File: src/rtl/mc_ctrl_pkg.sv
// Package: mc_ctrl_pkg
// Shared definitions for the multi-cycle RV32 sequencer (mc_ctrl_fsm) and its
// wait timer: the state encoding, the PC-select and write-back-select codes,
// and the decoder's jump-indicator codes.
//
// Optional feature macro used by the sequencer: MC_CTRL_PERF_EN.

package mc_ctrl_pkg;

    // The encoding is visible on state_o, so the values are fixed.
    // Encoding 6 is unused and is treated as an error.
    typedef enum logic [2:0] {
        ST_IDLE   = 3'd0,
        ST_FETCH  = 3'd1,
        ST_DECODE = 3'd2,
        ST_EXEC   = 3'd3,
        ST_MEM    = 3'd4,
        ST_WB     = 3'd5,
        ST_ERR    = 3'd7
    } state_e;

    // Next-PC source
    localparam logic [1:0] PC_SEL_PLUS4  = 2'b00;   // pc + 4
    localparam logic [1:0] PC_SEL_BRANCH = 2'b01;   // pc + imm (branch / JAL)
    localparam logic [1:0] PC_SEL_JALR   = 2'b10;   // (rs1 + imm) & ~1

    // Register-file write-data source
    localparam logic [1:0] WB_SEL_ALU    = 2'b00;
    localparam logic [1:0] WB_SEL_MEM    = 2'b01;
    localparam logic [1:0] WB_SEL_LINK   = 2'b10;   // pc + 4

    // Decoder jump indicator
    localparam logic [1:0] JUMPI_NONE    = 2'b00;
    localparam logic [1:0] JUMPI_JAL     = 2'b01;
    localparam logic [1:0] JUMPI_JALR    = 2'b10;

    // Busy covers every state in which an instruction is in flight.
    function automatic logic state_is_busy(input state_e st);
        return (st != ST_IDLE) && (st != ST_ERR);
    endfunction

endpackage

File: src/rtl/mc_wait_timer.sv
// Module: mc_wait_timer
// Counts the cycles a memory request has been waiting for its rvalid.
// One instance serves both the instruction fetch and the data access, since
// only one of them can be outstanding at a time.
//
// Ports:
//   clk       in  1  clock
//   rst_n     in  1  asynchronous reset, active-low
//   clr_i     in  1  clear the count (takes priority over en_i)
//   en_i      in  1  count this cycle (request pending, no rvalid)
//   expire_o  out 1  count has reached MAX_WAIT-1
//
// Parameter MAX_WAIT (>=2): the request is allowed MAX_WAIT cycles in total;
// expire_o is raised during the last of them.

module mc_wait_timer #(
    parameter int MAX_WAIT = 16
) (
    input  logic clk,
    input  logic rst_n,
    input  logic clr_i,
    input  logic en_i,
    output logic expire_o
);

    localparam int CNT_W = $clog2(MAX_WAIT);
    localparam logic [CNT_W-1:0] LIMIT = CNT_W'(MAX_WAIT - 1);

    logic [CNT_W-1:0] cnt_q;

    assign expire_o = (cnt_q == LIMIT);

    // Saturates at LIMIT: the sequencer leaves the waiting state on expiry,
    // so holding the value just avoids a meaningless wrap.
    always_ff @(posedge clk or negedge rst_n) begin
        if (!rst_n) begin
            cnt_q <= '0;
        end else if (clr_i) begin
            cnt_q <= '0;
        end else if (en_i && !expire_o) begin
            cnt_q <= cnt_q + CNT_W'(1);
        end
    end

endmodule

File: src/rtl/mc_ctrl_fsm.sv
// Module: mc_ctrl_fsm
// Multi-cycle sequencer for the RV32 core. Walks each instruction through
// FETCH / DECODE / EXEC / MEM / WB using the decoder control bits, drives the
// IR, PC, register-file and data-memory enables, and owns the instruction and
// data memory request handshakes. A request that waits MAX_WAIT cycles without
// rvalid sends the sequencer into a sticky ERR state that only rst_n leaves.
//
// Ports:
//   clk, rst_n            clock, asynchronous active-low reset
//   start                 level-sensitive run enable
//   imem_req/imem_rvalid  instruction fetch handshake
//   dmem_req/dmem_we/dmem_rvalid  data access handshake (we: 1=store)
//   dec_*                 decoder control bits; dec_jumpi 01=JAL, 10=JALR
//   br_taken              branch comparison result, valid in EXEC
//   ir_we, pc_we, pc_sel  instruction register / PC update controls
//   rf_we, wb_sel         register-file write controls
//   state_o, busy, err    status
//   retire                one-cycle pulse per completed instruction
//   cycle_cnt, instret_cnt  performance counters (PERF_W bits)
//
// Configuration macro MC_CTRL_PERF_EN: when defined, cycle_cnt counts busy
// cycles and instret_cnt counts retired instructions (both wrap). When not
// defined the counters are not built and both ports read 0.
//
// All enables are combinational from the state register and inputs, so an
// asynchronous reset drops requests immediately.

module mc_ctrl_fsm
    import mc_ctrl_pkg::*;
#(
    parameter int MAX_WAIT = 16,
    parameter int PERF_W   = 32
) (
    input  logic              clk,
    input  logic              rst_n,
    input  logic              start,
    output logic              imem_req,
    input  logic              imem_rvalid,
    output logic              dmem_req,
    output logic              dmem_we,
    input  logic              dmem_rvalid,
    input  logic              dec_branch,
    input  logic              dec_memread,
    input  logic              dec_memtoreg,
    input  logic              dec_memwrite,
    input  logic              dec_regwrite,
    input  logic [1:0]        dec_jumpi,
    input  logic              dec_illegal,
    input  logic              br_taken,
    output logic              ir_we,
    output logic              pc_we,
    output logic [1:0]        pc_sel,
    output logic              rf_we,
    output logic [1:0]        wb_sel,
    output logic [2:0]        state_o,
    output logic              busy,
    output logic              err,
    output logic              retire,
    output logic [PERF_W-1:0] cycle_cnt,
    output logic [PERF_W-1:0] instret_cnt
);

    state_e state_q, state_d;
    logic   wait_en;
    logic   wait_expire;
    logic   do_retire;

    // Any state change restarts the wait count, which covers entry to both
    // FETCH and MEM without tracking which one is being entered.
    mc_wait_timer #(
        .MAX_WAIT (MAX_WAIT)
    ) u_wait_timer (
        .clk      (clk),
        .rst_n    (rst_n),
        .clr_i    (state_d != state_q),
        .en_i     (wait_en),
        .expire_o (wait_expire)
    );

    always_ff @(posedge clk or negedge rst_n) begin
        if (!rst_n) begin
            state_q <= ST_IDLE;
        end else begin
            state_q <= state_d;
        end
    end

    always_comb begin
        state_d   = state_q;
        imem_req  = 1'b0;
        dmem_req  = 1'b0;
        dmem_we   = 1'b0;
        ir_we     = 1'b0;
        pc_we     = 1'b0;
        pc_sel    = PC_SEL_PLUS4;
        rf_we     = 1'b0;
        wb_sel    = WB_SEL_ALU;
        wait_en   = 1'b0;
        do_retire = 1'b0;

        case (state_q)
            ST_IDLE: begin
                if (start) begin
                    state_d = ST_FETCH;
                end
            end

            ST_FETCH: begin
                imem_req = 1'b1;
                wait_en  = !imem_rvalid;
                // rvalid in the expiry cycle still completes the fetch
                if (imem_rvalid) begin
                    ir_we   = 1'b1;
                    state_d = ST_DECODE;
                end else if (wait_expire) begin
                    state_d = ST_ERR;
                end
            end

            ST_DECODE: begin
                state_d = dec_illegal ? ST_ERR : ST_EXEC;
            end

            ST_EXEC: begin
                if (dec_jumpi == JUMPI_JAL) begin
                    pc_sel    = PC_SEL_BRANCH;
                    wb_sel    = WB_SEL_LINK;
                    rf_we     = 1'b1;
                    pc_we     = 1'b1;
                    do_retire = 1'b1;
                end else if (dec_jumpi == JUMPI_JALR) begin
                    pc_sel    = PC_SEL_JALR;
                    wb_sel    = WB_SEL_LINK;
                    rf_we     = 1'b1;
                    pc_we     = 1'b1;
                    do_retire = 1'b1;
                end else if (dec_branch) begin
                    pc_sel    = br_taken ? PC_SEL_BRANCH : PC_SEL_PLUS4;
                    pc_we     = 1'b1;
                    do_retire = 1'b1;
                end else if (dec_memread || dec_memwrite) begin
                    state_d = ST_MEM;
                end else if (dec_regwrite) begin
                    state_d = ST_WB;
                end else begin
                    pc_we     = 1'b1;
                    do_retire = 1'b1;
                end
            end

            ST_MEM: begin
                dmem_req = 1'b1;
                dmem_we  = dec_memwrite;
                wait_en  = !dmem_rvalid;
                if (dmem_rvalid) begin
                    // Loads always write back, whatever dec_regwrite says.
                    if (dec_memread) begin
                        state_d = ST_WB;
                    end else begin
                        pc_we     = 1'b1;
                        do_retire = 1'b1;
                    end
                end else if (wait_expire) begin
                    state_d = ST_ERR;
                end
            end

            ST_WB: begin
                rf_we     = 1'b1;
                wb_sel    = dec_memtoreg ? WB_SEL_MEM : WB_SEL_ALU;
                pc_we     = 1'b1;
                do_retire = 1'b1;
            end

            ST_ERR: begin
                state_d = ST_ERR;
            end

            default: begin
                state_d = ST_ERR;
            end
        endcase

        // start is only sampled at the end of an instruction, so dropping it
        // never aborts one in flight.
        if (do_retire) begin
            state_d = start ? ST_FETCH : ST_IDLE;
        end
    end

    assign retire  = do_retire;
    assign state_o = state_q;
    assign busy    = state_is_busy(state_q);
    assign err     = (state_q == ST_ERR);

`ifdef MC_CTRL_PERF_EN
    logic [PERF_W-1:0] cycle_cnt_q;
    logic [PERF_W-1:0] instret_cnt_q;

    always_ff @(posedge clk or negedge rst_n) begin
        if (!rst_n) begin
            cycle_cnt_q   <= '0;
            instret_cnt_q <= '0;
        end else begin
            if (busy) begin
                cycle_cnt_q <= cycle_cnt_q + PERF_W'(1);
            end
            if (do_retire) begin
                instret_cnt_q <= instret_cnt_q + PERF_W'(1);
            end
        end
    end

    assign cycle_cnt   = cycle_cnt_q;
    assign instret_cnt = instret_cnt_q;
`else
    assign cycle_cnt   = '0;
    assign instret_cnt = '0;
`endif

endmodule
File: config.mk
export PLATFORM = sky130hd
export DESIGN_NAME = mc_ctrl_fsm
export DESIGN_NICKNAME = d
export VERILOG_FILES = /design/src/rtl/mc_ctrl_pkg.sv /design/src/rtl/mc_wait_timer.sv /design/src/rtl/mc_ctrl_fsm.sv
export SDC_FILE = /design/constraint.sdc
export NUM_CORES = 1
export LEC_CHECK = 0
export CORE_UTILIZATION = 23
export DETAILED_ROUTE_END_ITERATION = 10
export GPL_ROUTABILITY_DRIVEN = 1
export GPL_TIMING_DRIVEN = 0
export PLACE_DENSITY = 0.68
export SETUP_SLACK_MARGIN = 0.4
export SYNTH_ARGS = -nofsm -noshare
export SYNTH_HDL_FRONTEND = slang
export SYNTH_SLANG_ARGS = --single-unit
File: constraint.sdc
create_clock -name clk -period 4.5 [get_ports clk]
set_clock_uncertainty 0.05 [all_clocks]
set_input_delay 0.45 -clock clk [delete_from_list [all_inputs] [get_ports clk]]
set_output_delay 0.45 -clock clk [all_outputs]
set_load 0.05 [all_outputs]
; Word level (Yosys, flattened, before mapping)
; Cells that the tools add are included.
[word_totals]
output_inout_bits = 80
rom_bits = 0
latchBits = 0
ff_bits = 7
wordCells = 65
inputBits = 14
mem_count = 0
mem_bits_rw = 0
[classes]
n_mul = 0
bitwise_logic = 0
n_lt_le_gt_ge = 0
n_mux = 42
reduce_logical = 9
div_mod_pow = 0
n_addsub = 1
n_shift = 0
eq_ne = 11
[op_table]
columns = cell, n
row1 = $mux 3, 12
row2 = $mux 1, 18
row3 = $pmux 3 s6, 1
row4 = $mux 2, 5
row5 = $eq 3x3->1 const B, 3
row6 = $mux 4, 2
row7 = $eq 3x2->1 const B, 2
row8 = $add 4x1->4 const B, 1
row9 = $eq 4x4->1 const B, 1
row10 = $pmux 1 s2, 2
row11 = $pmux 2 s2, 1
row12 = $eq 3x1->1 const B, 1
row13 = $logic_not 1->1, 3
row14 = $logic_not 3->1, 1
row15 = $ne 3x3->1, 1
row16 = $ne 3x3->1 const B, 1
row17 = $pmux 1 s3, 1
row18 = $reduce_bool 3->1, 1
row19 = $eq 2x1->1 const B, 1
row20 = $eq 2x2->1 const B, 1
row21 = $logic_and 1x1->1, 2
row22 = $reduce_bool 2->1, 1
row23 = $logic_or 1x1->1, 1

; Longest topological paths before layout
; Gate-level depths: netlist of run 1.
[depth]
ltp_word = 9
mapped_depth = 6
ltp_nobuf = 6

; By module
; A second synthesis of run 1 with hierarchy kept.
[unflattened]
cells_unflattened = 151
hier_area_um2 = 1196.1
[modules_own_cells]
columns = mod, area_per_inst_um2, seq_area_each_um2, n_inst, cells_each
row1 = mc_ctrl_fsm, 967.2, 75.1, 1, 131
row2 = mc_wait_timer, 229.0, 100.1, 1, 20

; Worst setup path before layout of run 1
; Ideal clock, no wire load.
[synth_path]
kind = reg-to-output
start = register state_q[0] (netlist: state_o[0])
end = output port ir_we
path_buffers = 1
t_required_ns = 4.000
setup_slack_ns = 1.698
arrival_time_ns = 2.302
path_stages_with_launch = 5
cell_sequence = dfrtp_1 -> buf_2 -> nand2b_1 -> nor2_1 -> and2_1
[synth_between]
elab_chain_len = 2
[synth_lines]
columns = element, line_no
row1 = start: declaration, mc_ctrl_fsm.sv:63  ; state_e state_q, state_d;
row2 = start signal: assignment, mc_ctrl_fsm.sv:84  ; state_q <= state_d;
row3 = $eq 3x1->1, mc_ctrl_fsm.sv:101  ; case (state_q)
row4 = $mux 1, mc_ctrl_fsm.sv:101
row5 = end: declaration, mc_ctrl_fsm.sv:50  ; output logic ir_we,
; Every way passes these cells.

; Worst setup path in the final report of run 1
[layout_path]
start = input port dec_jumpi[0]
end = output port retire
[layout_between]
elab_chain_len = 4
elab_cells_between_ends = 5
cone_classes = eq/ne (2) / mux (3)
[layout_lines]
columns = element, line_no
row1 = start: declaration, mc_ctrl_fsm.sv:47  ; input logic [1:0] dec_jumpi,
row2 = $eq 2x2->1, mc_ctrl_fsm.sv:131  ; end else if (dec_jumpi == JUMPI_JALR) begin
row3 = $mux 1, mc_ctrl_fsm.sv:131
row4 = $mux 1 *, mc_ctrl_fsm.sv:125  ; if (dec_jumpi == JUMPI_JAL) begin
row5 = $pmux 1 s3 *, mc_ctrl_fsm.sv:101
row6 = end: declaration, mc_ctrl_fsm.sv:58  ; output logic retire,
; Mark *: on every way between the ends. The rest lies on a longest branch, timed or not.

==> results of run 1 <==
[worst max-delay path, delay by kind of cell]
family                   cells  cell delay (ns)
AO/OA/AOI/OAI                2             0.46
AND/OR/NAND/NOR              1             0.29
buffers and inverters        4             1.37
adder cells (fa/ha/maj)      1             0.20
[cell usage after synthesis]
library cell	number
sky130_fd_sc_hd__ha_1	4
sky130_fd_sc_hd__nor2_1	15
sky130_fd_sc_hd__and3_4	1
sky130_fd_sc_hd__nor4b_2	2
sky130_fd_sc_hd__dfrtp_1	7
sky130_fd_sc_hd__and2_1	4
sky130_fd_sc_hd__or2_2	1
sky130_fd_sc_hd__o311ai_1	1
sky130_fd_sc_hd__nor4_1	1
sky130_fd_sc_hd__mux2i_1	1
sky130_fd_sc_hd__nor3b_2	2
sky130_fd_sc_hd__nand2_1	4
sky130_fd_sc_hd__o21bai_2	1
sky130_fd_sc_hd__a21o_1	1
sky130_fd_sc_hd__a21oi_1	8
sky130_fd_sc_hd__nand4b_1	1
sky130_fd_sc_hd__xnor2_1	2
sky130_fd_sc_hd__o41a_1	1
sky130_fd_sc_hd__a21oi_2	1
sky130_fd_sc_hd__inv_1	7
sky130_fd_sc_hd__nand2b_1	3
sky130_fd_sc_hd__nand2b_2	2
sky130_fd_sc_hd__buf_2	2
sky130_fd_sc_hd__o22ai_1	2
sky130_fd_sc_hd__conb_1	1
sky130_fd_sc_hd__nand3_1	3
sky130_fd_sc_hd__o311a_1	1
sky130_fd_sc_hd__nor4_2	1
sky130_fd_sc_hd__a31oi_1	1
sky130_fd_sc_hd__nor3_1	2
sky130_fd_sc_hd__o21ai_0	5
sky130_fd_sc_hd__buf_4	66
sky130_fd_sc_hd__o21ai_1	1
[cell families after synthesis]
kind of cell,Yosys count,share of synthesized area [%]
buffers and inverters,75,44.60
and+or+nand+nor,42,21.62
AOI/OAI and AO/OA,23,12.28
DFF,7,14.69
adders and majority gates,4,4.197
xor gates and xnor gates,2,1.469
other,1,0.3145
muxes,1,0.8395
[metrics by stage]
step                      hold WS (ns)  cell area (um^2)  instances  util [%]
after global placement          0.5422              1803        314     37.19
after floorplan                 0.1044              1429        218         -
after global routing            0.4523              1849        318     38.14
after detailed placement        0.5344              1803        314     37.19
final                           0.4260              1849        318     38.14
after CTS                       0.4376              1849        318     38.14
[per-layer routing]
metal | GRT usage [%] | vias to the layer above | wire length, um
met5 | 0 | - | 0
met4 | 3.846 | 0 | 37
met3 | 0.5420 | 4 | 211
met2 | 14.14 | 62 | 1136
met1 | 9.778 | 441 | 966
li1 | - | 572 | -
[final cells by class]
type	instances	area, um^2
fillers	494	2999
flip-flops and latches	7	175.2
repair buffers	29	290.3
clock buffers	3	41.29
inverters	7	26.28
plain buffers	68	505.5
well taps	67	83.83
clock inverters	1	5.005
multi-input cells	136	721.9
[flip-flops by register name, indices dropped and copies added (netlist names)]
name / count
state_o: 3
u_wait_timer.cnt_q: 4
[worst paths after layout]
kind | endpoint | start | cells after the start
worst max-delay path | retire | dec_jumpi[0] | 8
worst max register to register | u_wait_timer.cnt_q[1] | u_wait_timer.cnt_q[0] | 5
worst min-delay path | u_wait_timer.cnt_q[3] | rst_n | 1
worst min register to register | u_wait_timer.cnt_q[0] | u_wait_timer.cnt_q[0] | 3
min in group clk | u_wait_timer.cnt_q[0] | u_wait_timer.cnt_q[0] | 3
max in group asynchronous | u_wait_timer.cnt_q[0] | rst_n | 1
[report_power, final]
part	total, mW	leakage, nW	switching (mW)	internal [mW]
sequential	0.103	0.0919	0.0223	0.0803
clock	0.0880	0.0255	0.0280	0.0600
combinational	0.721	0.893	0.484	0.236
==> Flow_metrics.wiki, run 1 <==
{| class="wikitable"
! Metric !! Value
|-
| Overall fraction of global-route tracks in use || 7.981%
|-
| CTS H-tree depth || 1
|-
| Share of the yosys chip area belonging to registers || 14.69%
|-
| Cell types occupying the most area after synthesis || sky130_fd_sc_hd__buf_4 42%, sky130_fd_sc_hd__dfrtp_1 15%, sky130_fd_sc_hd__nor2_1 4.7%
|-
| Detailed Place HPWL || 2109 um
|-
| Maximum buffer depth of the clock tree || 2
|-
| VDD IR-drop max || 0.0001956 V
|-
| Setup-failing EPs final || 0
|-
| Number of register bits inferred by synthesis || 7
|-
| Max-cap violation count || 0
|-
| Setup repair after global routing missed its margin || no
|-
| Clock Pin Slew Worst Setup and Hold Paths || 0.04 ns
|-
| Count of endpoints failing hold in the final timing report || 0
|-
| Critical Path End Type || output port
|-
| Leakage power || 1.010 nW
|-
| Average via count per standard cell || 3.393
|-
| Via count of the first global-routing pass || 821
|-
| Overall routed net length || 2351 um
|-
| Antenna Nets Post-Route || 0
|-
| Biggest area consumer among synthesized cells || sky130_fd_sc_hd__buf_4
|-
| Core Rows || 25
|-
| Share of post-route cells with drive strength above 1 || 33.07%
|-
| Slowest Stage Delay on Critical Path || 0.69 ns
|-
| Total Power Consumption || 0.9114 mW
|-
| Floorplan die height || 74 um
|-
| Shortest period the worst path allows || 3.278 ns
|-
| Number of instances resized during post-cts repair || 0
|-
| Cells traversed along the worst timing path || clkdlybuf4s50_1 -> inv_1 -> ha_1 -> nor3_1 -> o21ai_0 -> a21o_1 -> buf_4 -> clkdlybuf4s50_1
|-
| Count of final max-slew check failures || 0
|-
| Outcome || finished clean
|-
| Number of library cell types mapped by synthesis || 33
|-
| Critical Path Fanout Max || 5
|-
| Final TNS setup || 0 ns
|-
| Total grt overflow || 0
|-
| Relative max-transition margin || 66.27%
|-
| Initial drt markers || 46
|-
| Number of standard cells after synthesis || 155
|-
| Path category of the worst min-delay check || in2async
|-
| Number of detailed-routing iterations run before antenna repair || 4
|-
| Mean instance size in the synthesized netlist || 7.693 um^2
|-
| Total Die Area || 5476 um^2
|-
| Smallest setup slack after layout || 1.222 ns
|-
| Initial Utilization || 24.59%
|-
| Area fraction of the dominant cell type after synthesis || 41.55%
|-
| Count of vias placed by the detailed router || 1079
|-
| Yosys Warn Count || 0
|-
| Antenna violations before repair || 0
|-
| Worst-margin pin slew || 0.5044 ns
|-
| Pre-CTS worst setup slack || 1.183 ns
|-
| Largest net degree at the start of global routing || 11
|-
| Pwr dens || 492.9 nW/um^2
|-
| Skew-Pair Late Insertion Delay || 0.23 ns
|-
| Cell with the largest stage delay on the worst path || sky130_fd_sc_hd__clkdlybuf4s50_1
|-
| First-pass GRT wire length || 3422 um
|-
| Placeable core area || 4848 um^2
|-
| Antenna diodes || 0
|-
| Final GP Congestion || 0.7780
|-
| Average wire per standard cell || 7.393 um
|-
| Slack of the worst reg-to-reg path || 2.56 ns
|-
| Number of buffers inserted during clock tree synthesis || 3
|-
| Post-Synthesis Cell Area || 1192 um^2
|-
| Cts-stage hold buffer count || 0
|-
| CP most frequent cell || sky130_fd_sc_hd__clkdlybuf4s50_1
|-
| Arrival @ worst endpoint || 2.78 ns
|-
| Most common library cell in the layout ignoring fill and taps || sky130_fd_sc_hd__buf_4
|-
| Root buffer selected by CTS || sky130_fd_sc_hd__clkbuf_8
|-
| Count of pins on the block boundary || 94
|-
| Critical Path Source Type || input port
|-
| Number of port buffers || 29
|-
| Final Cycle Share || 72.85%
|-
| Horizontal die dimension || 74 um
|-
| Signed area change from the synthesized netlist to the final layout || 55.09%
|-
| Number of design rule violations left after detail routing || 0
|-
| Post-CTS Setup Repair Bufs || 0
|-
| Max Freq || 305.0 MHz
|-
| Number of sinks on the clock net || 7
|-
| TritonCTS clock tree || yes
|-
| Data required time at the worst endpoint || 4.00 ns
|-
| Most frequent cells in the layout || 66 x sky130_fd_sc_hd__buf_4, 64 x sky130_fd_sc_hd__conb_1, 29 x sky130_fd_sc_hd__clkdlybuf4s50_1
|-
| Worst Setup Path Type || in2out
|-
| Nets@finish || 270
|}
(Power assumes the default switching activity.)
==> run 2: changes to the inputs <==
==> constraint.sdc (replaced) <==
create_clock -name clk -period 3.1 [get_ports clk]
set_clock_uncertainty 0.05 [all_clocks]
set_input_delay 0.31 -clock clk [delete_from_list [all_inputs] [get_ports clk]]
set_output_delay 0.31 -clock clk [all_outputs]
set_load 0.05 [all_outputs]
==> run 2 against run 1 <==
Compared with the run above: non-clock buffer count stayed put; sequential cell count did not move; wire length shrank 0.26%; cell count stayed put; first-iteration DRC count shrank 48%; combinational power up 43%; sequential power grew 45%; critical path depth is 1 lower; core utilization up 0.077 points; setup slack worse by 0.62 ns; clock-buffer cell count stayed put; global-route usage is the same; largest cell class unchanged.
==> Flow_metrics.wiki, run 2 (synthesis results as in run 1) <==
{| class="wikitable"
! Metric !! Value
|-
| Via count of the first global-routing pass || 821 (unchanged)
|-
| Final cell area excluding filler cells || 1853 um^2 (+0.20%)
|-
| Pwr dens || 705.7 nW/um^2 (+43%)
|-
| Critical Path Source Type || input port
|-
| Max Freq || 400.8 MHz
|-
| Overall fraction of global-route tracks in use || 7.981% (unchanged)
|-
| Sw Ratio || 59.27% (+0.60 points)
|-
| Shortest period the worst path allows || 2.495 ns
|-
| Worst-margin pin slew || 0.5082 ns (+0.003731 ns)
|-
| Number of flip-flops under the largest register name || 4 (unchanged)
|-
| Horizontal die dimension || 74 um (unchanged)
|-
| CTS H-tree depth || 1 (unchanged)
|-
| Most frequent cells in the layout || 66 x sky130_fd_sc_hd__buf_4, 64 x sky130_fd_sc_hd__conb_1, 25 x sky130_fd_sc_hd__clkdlybuf4s50_1
|-
| Reg power frac || 11.4% (about the same)
|-
| Largest net degree at the start of global routing || 11 (unchanged)
|-
| Skew-Pair Late Insertion Delay || 0.23 ns (about the same)
|-
| Number of design rule violations left after detail routing || 0 (unchanged)
|-
| Root buffer selected by CTS || sky130_fd_sc_hd__clkbuf_8
|-
| Antenna diodes || 0 (unchanged)
|-
| Post-placement cell area || 1803 um^2 (unchanged)
|-
| Signed area change from the synthesized netlist to the final layout || 55.40%
|-
| VDD IR-drop max || 0.0002716 V (+39%)
|-
| Total grt overflow || 0 (unchanged)
|-
| TritonCTS clock tree || yes
|-
| Outcome || finished clean
|-
| Critical Path Fanout Max || 5 (unchanged)
|-
| Antenna Nets Post-Route || 0 (unchanged)
|-
| Most common library cell in the layout ignoring fill and taps || sky130_fd_sc_hd__buf_4
|-
| P_int || 0.5326 mW (+41%)
|-
| Total Die Area || 5476 um^2 (unchanged)
|-
| Antenna violations before repair || 0 (unchanged)
|-
| Layout filler cell count || 491 (-0.61%)
|-
| Core Rows || 25 (unchanged)
|-
| Setup repair after global routing missed its margin || no
|-
| Maximum buffer depth of the clock tree || 2 (unchanged)
|-
| Overall routed net length || 2345 um (-0.26%)
|-
| Final GP Congestion || 0.7780 (unchanged)
|-
| Critical Path End Type || output port
|-
| Initial drt markers || 24 (-48%)
|-
| Initial Utilization || 24.59% (unchanged)
|-
| Cts-stage hold buffer count || 0 (unchanged)
|-
| Portion of total power attributed to combinational logic || 78.9% (-0.2 points)
|-
| Floorplan die height || 74 um (unchanged)
|-
| Number of buffers inserted during clock tree synthesis || 3 (unchanged)
|-
| Largest register by flop count || u_wait_timer.cnt_q
|-
| Final TNS setup || 0 ns (unchanged)
|-
| Proportion of power drawn by the clock network || 9.8% (about the same)
|-
| Count of pins on the block boundary || 94 (unchanged)
|-
| Count of endpoints failing hold in the final timing report || 0 (unchanged)
|-
| Number of port buffers || 29 (unchanged)
|-
| Clock Pin Slew Worst Setup and Hold Paths || 0.04 ns (about the same)
|-
| Average via count per standard cell || 3.393 (unchanged)
|-
| Worst Setup Path Type || in2out
|-
| Number of detailed-routing iterations run before antenna repair || 4 (unchanged)
|-
| Detailed Place HPWL || 2109 um (unchanged)
|-
| Average wire per standard cell || 7.374 um (-0.26%)
|-
| Util after Layout || 38.22% (+0.077 points)
|-
| Setup-failing EPs final || 0 (unchanged)
|-
| Placeable core area || 4848 um^2 (unchanged)
|-
| Relative max-transition margin || 66.07% (-0.20 points)
|-
| Net switching power || 0.7751 mW (+45%)
|-
| Path category of the worst min-delay check || in2async
|-
| Leakage power || 1.046 nW (+3.6%)
|-
| Max-cap violation count || 0 (unchanged)
|-
| Final Cycle Share || 80.48%
|-
| First-pass GRT wire length || 3422 um (unchanged)
|-
| Count of vias placed by the detailed router || 1079 (unchanged)
|-
| Share of post-route cells with drive strength above 1 || 33.86% (+0.80 points)
|-
| Number of sinks on the clock net || 7 (unchanged)
|-
| Count of final max-slew check failures || 0 (unchanged)
|-
| Data required time at the worst endpoint || 2.74 ns (-1.26 ns)
|-
| Nets@finish || 270 (unchanged)
|-
| Arrival @ worst endpoint || 2.14 ns (-0.64 ns)
|}
-- run 2: changes by cell type in the layout (fill, tap and decap cells not counted) --
cell and delta:
sky130_fd_sc_hd__dlymetal6s2s_1 +2, sky130_fd_sc_hd__nor3_1 -1, sky130_fd_sc_hd__dlygate4sd2_1 +1, sky130_fd_sc_hd__clkdlybuf4s50_1 -4, sky130_fd_sc_hd__nor3_2 +1, sky130_fd_sc_hd__clkbuf_2 +1
-- run 2: path summary, 6_finish.rpt --
check                                 startpoint                    end  slack [ns]  depth (start not counted)
setup / recovery                    dec_jumpi[0]                  pc_we        0.60                          7
hold / removal                             rst_n  u_wait_timer.cnt_q[3]        0.29                          1
setup reg to reg           u_wait_timer.cnt_q[0]  u_wait_timer.cnt_q[1]        1.16                          5
hold reg to reg            u_wait_timer.cnt_q[0]  u_wait_timer.cnt_q[0]        0.54                          3
max in group asynchronous                  rst_n  u_wait_timer.cnt_q[0]        2.48                          1
min in group clk           u_wait_timer.cnt_q[0]  u_wait_timer.cnt_q[0]        0.54                          3
-- run 2: routing by layer --
metal	wire length, um	part of all wire [%]	vias to the layer above	track usage (%)
met2	1147	49	58	14.14
li1	-	-	572	-
met5	0	0	-	0
met1	951	41	445	9.778
met3	209	8.9	4	0.5420
met4	37	1.6	0	3.846
-- run 2: layout make-up --
| cell class | instances | area, um^2 | area share [%] |
|---|---|---|---|
| clock buffer | 3 | 41.29 | 2.228 |
| tap | 67 | 83.83 | 4.524 |
| inverter | 7 | 26.28 | 1.418 |
| sequential | 7 | 175.2 | 9.453 |
| multi-input combinational | 136 | 726.9 | 39.23 |
| timing repair buffer | 29 | 289.0 | 15.60 |
| buffer | 68 | 505.5 | 27.28 |
| clock inverter | 1 | 5.005 | 0.2701 |
-- run 2: through the flow --
step                cells  worst slack, ns  power (mW)  hold WS (ns)
global placement      314          0.08782       1.193        0.5329
finish                318           0.6050       1.308        0.2860
floorplan             218           0.4382      0.9551      -0.03559
CTS                   318           0.3390       1.319        0.2976
global route          318           0.4736       1.386        0.3123
detailed placement    314          0.06309       1.198        0.5344
-- run 2: power by group through the flow --
stage                     Clock [mW]  Sequential [mW]  Combinational [mW]
final                          0.128            0.149                1.03
after global routing           0.136            0.154                1.10
after CTS                      0.131            0.150                1.04
after detailed placement           0            0.151                1.05
after global placement             0            0.150                1.04
after floorplan                    0            0.205               0.751
-- run 2: timing repair --
item / 4_1_cts / 5_1_grt
setup endpoints to repair: 2 / 4
buffers inserted: 0 / 0
resized for setup: 2 / 5
-- run 2: critical path, stage by stage --
cell,delay (ns)
sky130_fd_sc_hd__clkdlybuf4s50_1,0.48
sky130_fd_sc_hd__inv_1,0.06
sky130_fd_sc_hd__ha_1,0.21
sky130_fd_sc_hd__nor3_2,0.21
sky130_fd_sc_hd__o21ai_0,0.16
sky130_fd_sc_hd__a21o_1,0.26
sky130_fd_sc_hd__dlygate4sd2_1,0.44
